--- config.mk ---
export PLATFORM = sky130hd
export DESIGN_NAME = regfile_write_demux16
export DESIGN_NICKNAME = d
export VERILOG_FILES = /design/src/rtl/regbank_pkg.sv /design/src/rtl/regfile_write_demux16_dec4to16.sv /design/src/rtl/regfile_write_demux16.sv
export SDC_FILE = /design/constraint.sdc
export NUM_CORES = 1
export LEC_CHECK = 0
export BUFFER_PORTS_ARGS = -buffer_cell sky130_fd_sc_hd__buf_2
export CAP_MARGIN = 0
export CORE_ASPECT_RATIO = 0.9
export CORE_MARGIN = 1.5
export CORE_UTILIZATION = 30
export DETAILED_ROUTE_END_ITERATION = 7
export GPL_TIMING_DRIVEN = 0
export PLACE_DENSITY = 0.52
export SYNTH_ARGS = -nofsm -noshare
export SYNTH_HDL_FRONTEND = slang
export SYNTH_HIERARCHICAL = 1
export SYNTH_SLANG_ARGS = --single-unit
--- constraint.sdc ---
create_clock -name clk -period 2.9 [get_ports clk]
set_clock_uncertainty 0.1 [all_clocks]
set_input_delay 0 -clock clk [delete_from_list [all_inputs] [get_ports clk]]
set_output_delay 0 -clock clk [all_outputs]
set_load 0.01 [all_outputs]
--- src/rtl/regbank_pkg.sv ---
// Shared sizes, state encoding and slicing helper for the
// write side of the 16 x 16-bit register bank.
package regbank_pkg;

    localparam int REG_W  = 16;
    localparam int NREGS  = 16;
    localparam int ADDR_W = 4;

    typedef enum logic {
        IDLE  = 1'b0,
        CLEAR = 1'b1
    } state_e;

    function automatic int unsigned slice_lo(input int unsigned k,
                                             input int unsigned w);
        return k * w;
    endfunction

endpackage

--- src/rtl/regfile_write_demux16_dec4to16.sv ---
// Combinational 4-to-16 one-hot decoder, shared by the write
// port and the clear sweep.
import regbank_pkg::*;

module dec4to16 (
    input  logic [ADDR_W-1:0] in,
    input  logic              en,
    output logic [NREGS-1:0]  out
);

    always_comb begin
        out = '0;
        if (en) begin
            out[in] = 1'b1;
        end
    end

endmodule

--- src/rtl/regfile_write_demux16.sv ---
// Write side of the register bank: handshaked write port plus a
// sequential clear-all sweep, with all registers exposed flat.
import regbank_pkg::*;

module regfile_write_demux16 #(
    parameter int WIDTH    = REG_W,
    parameter bit ZERO_REG = 1'b0
) (
    input  logic                   clk,
    input  logic                   rst_n,
    input  logic                   wr_valid,
    output logic                   wr_ready,
    input  logic [ADDR_W-1:0]      wr_addr,
    input  logic [WIDTH-1:0]       wr_data,
    output logic                   wr_done,
    input  logic                   clr_req,
    output logic                   busy,
    output logic [NREGS*WIDTH-1:0] regs_flat
);

    state_e              state_q, state_d;
    logic [ADDR_W-1:0]   cnt_q, cnt_d;
    logic                rdy_q, rdy_d;
    logic                busy_q, busy_d;
    logic                done_q;
    logic [WIDTH-1:0]    regs_q [NREGS];

    logic                accept;
    logic [ADDR_W-1:0]   dec_sel;
    logic                dec_en;
    logic [NREGS-1:0]    dec_out;
    logic [NREGS-1:0]    we;
    logic [WIDTH-1:0]    wdata;

    assign accept = wr_valid && rdy_q;

    always_comb begin
        state_d = state_q;
        cnt_d   = cnt_q;
        dec_sel = wr_addr;
        dec_en  = accept;
        wdata   = wr_data;
        case (state_q)
            IDLE: begin
                if (clr_req) begin
                    state_d = CLEAR;
                    cnt_d   = '0;
                end
            end
            CLEAR: begin
                dec_sel = cnt_q;
                dec_en  = 1'b1;
                wdata   = '0;
                cnt_d   = cnt_q + 1'b1;
                if (cnt_q == ADDR_W'(NREGS - 1)) begin
                    state_d = IDLE;
                end
            end
            default: begin
                state_d = IDLE;
            end
        endcase
        rdy_d  = (state_d == IDLE);
        busy_d = (state_d == CLEAR);
    end

    dec4to16 u_dec (
        .in  (dec_sel),
        .en  (dec_en),
        .out (dec_out)
    );

    // Register 0 may be hardwired: its write still completes.
    always_comb begin
        we = dec_out;
        if (ZERO_REG) begin
            we[0] = 1'b0;
        end
    end

    always_ff @(posedge clk or negedge rst_n) begin
        if (!rst_n) begin
            state_q <= IDLE;
            cnt_q   <= '0;
            rdy_q   <= 1'b0;
            busy_q  <= 1'b0;
            done_q  <= 1'b0;
        end else begin
            state_q <= state_d;
            cnt_q   <= cnt_d;
            rdy_q   <= rdy_d;
            busy_q  <= busy_d;
            done_q  <= accept;
        end
    end

    always_ff @(posedge clk or negedge rst_n) begin
        if (!rst_n) begin
            for (int k = 0; k < NREGS; k++) begin
                regs_q[k] <= '0;
            end
        end else begin
            for (int k = 0; k < NREGS; k++) begin
                if (we[k]) begin
                    regs_q[k] <= wdata;
                end
            end
        end
    end

    for (genvar g = 0; g < NREGS; g++) begin : g_flat
        assign regs_flat[slice_lo(g, WIDTH) +: WIDTH] = regs_q[g];
    end

    assign wr_ready = rdy_q;
    assign busy     = busy_q;
    assign wr_done  = done_q;

endmodule

==> impl_metrics.json <==
{
  "status": "finished clean",
  "crit_required_ns": 3.21,
  "final_hold_viol_count": 0,
  "grt_usage_pct": 15.0,
  "critPathKind": "reg2reg",
  "finalCritPeriodShare_pct": 93.7,
  "overflow": 0,
  "ir_drop_v": 0.000583,
  "cp.buffers_inverters": 4,
  "place_area_um2": 12300,
  "slew_headroom_pct": 41.9,
  "r2r-start": "busy",
  "h-tree-depth": 1,
  "cts.clk_slew.worst_paths_ns": 0.06,
  "cpPeakStageDelay_ns": 0.39,
  "fmax_mhz": 368,
  "initial_core_util_pct": 30.3,
  "min_path_type": "in2reg",
  "cts_tree": "done",
  "path_cells": "buf_4 > buf_4 > mux2_2 > nand3b_1 > nor3_1 > buf_2 > clkbuf_4 > mux2_2",
  "finalNetCount": 988,
  "clk_latency_ns": 0.54,
  "num_vias": 6311,
  "syn-num-nets": 656,
  "ys_warn_count": 6,
  "cp_max_fo": 10,
  "wl_mm": 26.7,
  "cp_slowest_cell": "dfrtp_1",
  "setup_viol": 0,
  "fp.dieW_um": 198,
  "antenna_found_initial": 1,
  "synth_cells": 631,
  "routedWlPerCell_um": 18.4,
  "detail-route-antenna-nets": 0,
  "cts_sinks": 263,
  "synthFlopType": "dfrtp_1",
  "grt_max_degree": 111,
  "rows": 64,
  "ff_latch_area_um2": 6580,
  "portBuffers": 282,
  "die_area_um2": 35300,
  "dr.pass1.iters": 4,
  "grt_pass1_vias": 6465,
  "cpLargestDelayFamily": "buffers and inverters",
  "ys_ff_latch": 263,
  "multi_input_area_um2": 3350,
  "synth_edf_count": 0,
  "min_period_ns": 2.72,
  "die_h_um": 178,
  "slew_viol_final": 0,
  "finalSetupTns_ns": 0,
  "synth-seq-area-share_pct": 64.1,
  "cts_buffers": 29,
  "setup.worst_path.start": "busy",
  "avgSynthCellArea_um2": 16.3,
  "tightest_slew_ns": 0.868,
  "gp_congestion": 0.745,
  "rsz0062_at_grt": "no",
  "num_io_pins": 283,
  "max_cap_violations": 0,
  "drc_errors": 0,
  "arrival_ns": 3.03,
  "grt_pass1_wl_mm": 40.5,
  "cp-end-kind": "flip-flop",
  "root_buffer": "clkbuf_16",
  "power.total_w": 0.0162,
  "ys_top_cells_by_area": "dfrtp_1 (64%), mux2_2 (29%), buf_2 (1.9%)",
  "cp-start-kind": "flip-flop",
  "drive_gt1_share_pct": 66.7,
  "clock_path_buffers": 3,
  "yosysTopAreaCell": "dfrtp_1",
  "min-delay-start": "clr_req",
  "async_flop_share_pct": 100,
  "coreArea_um2": 33900,
  "p_leak_nw": 7.48,
  "dp_hpwl_mm": 19.2,
  "synthesis.area_um2": 10300,
  "synth_top_area_share_pct": 64.1,
  "drt_iter0_markers": 174,
  "power.density_nw_per_um2": 1200,
  "viasPerCell": 4.36,
  "synth_cell_types": 25,
  "synthToLayoutAreaGrowth_pct": 31.3,
  "nFillCells": 3263,
  "fin_area_um2": 13500
}
-- sequential cells by signal, summed over array words and instances (netlist names) --
| name | count |
|---|---|
| regs_flat | 256 |
| cnt_q | 4 |
| busy | 1 |
| wr_done | 1 |
| wr_ready | 1 |
-- Yosys cell counts (all sizes together) (2+ instances only) --
cell and count:
dfrtp 263, mux2 260, buf 51, nor2b 16, nor2 13, nand2b 5
nor3 4, nand2 3, nand3 2, nand3b 2, o21ai 2
-- through the flow --
step           util, %  hold slack [ns]  cells  setup WS [ns]
3_3_place_gp      36.2            0.150   1375          -3.34
3_5_place_dp      36.4          -0.0206   1377        -0.0295
2_1_floorplan        -           -0.396    631          0.304
6_report          39.8            0.164   1447          0.183
4_1_cts           39.7            0.132   1448         0.0255
5_1_grt           39.8            0.181   1447        0.00119
-- layout by cell type, fill, tap and decap left out, types with 2 or more instances in the layout --
cell	Yosys	layout
buf_16	0	2
buf_2	38	301
buf_4	2	7
buf_6	11	11
clkbuf_1	0	6
clkbuf_16	0	29
clkbuf_4	0	9
clkbuf_8	0	11
clkinv_2	0	5
dfrtp_1	263	263
dlygate4sd3_1	0	21
mux2_2	260	260
nand2_1	3	3
nand2b_1	5	5
nand3_1	2	2
nand3b_1	2	2
nor2_1	13	13
nor2b_2	6	6
nor2b_4	10	10
nor3_1	3	3
o21ai_0	2	2
-- worst reg2reg max path, cell delays in order, from the launching register on --
cell	delay (ns)
dfrtp_1	0.39
buf_4	0.22
buf_4	0.21
mux2_2	0.38
nand3b_1	0.26
nor3_1	0.16
buf_2	0.24
clkbuf_4	0.27
mux2_2	0.36
-- worst paths after layout --
kind | endpoint | slack, ns | cells after the start
max | regs_flat[140] | 0.18 | 8
min | cnt_q[1] | 0.16 | 3
max reg2reg | regs_flat[140] | 0.18 | 8
min reg2reg | regs_flat[28] | 0.40 | 1
max in group asynchronous | regs_flat[46] | 0.54 | 4
min in group asynchronous | regs_flat[43] | 0.49 | 3
-- where the power goes --
part	switching [W]	total, W	internal, W
registers	0.000858	0.00629	0.00543
clock network	0.00145	0.00355	0.00211
logic	0.00326	0.00636	0.00310
total	0.00556	0.0162	0.0106
-- kinds of logic after synthesis --
group           share of synthesized area [%]
fa+ha+maj                               0.122
simple gates                             3.46
compound gates                          0.280
buf+inv                                  3.24
flops                                    64.1
xor+xnor                                0.171
mux                                      28.6
-- final cells by class --
class,count,share of cell area [%]
multi-input combinational,316,24.9
sequential,263,48.8
clock buffer,46,6.67
buffer,47,2.55
antenna,1,0.0186
timing repair buffer,305,12.5
tap,462,4.29
clock inverter,6,0.251
inverter,1,0.0278
-- per-layer routing --
layer  track usage, %  vias up  part of all wire (%)  wire length [um]
met5                0        -                     0                 0
met4             3.56        0                   2.1               553
met3             4.37       32                   6.8              1810
met2             23.1      178                    45             12100
met1             20.7     3235                    46             12200
li1                 -     2866                     -                 -
-- timing repair --
| action | CTS | global route |
|---|---|---|
| endpoints found under the hold margin | 263 | 0 |
| buffers inserted | 0 | 0 |
| hold buffers | 21 | 0 |
| resized for setup | 1 | 19 |
| pin swaps | 0 | 0 |
| setup endpoints to repair | 30 | 134 |
Note: power is estimated with default switching activity, not from simulation.
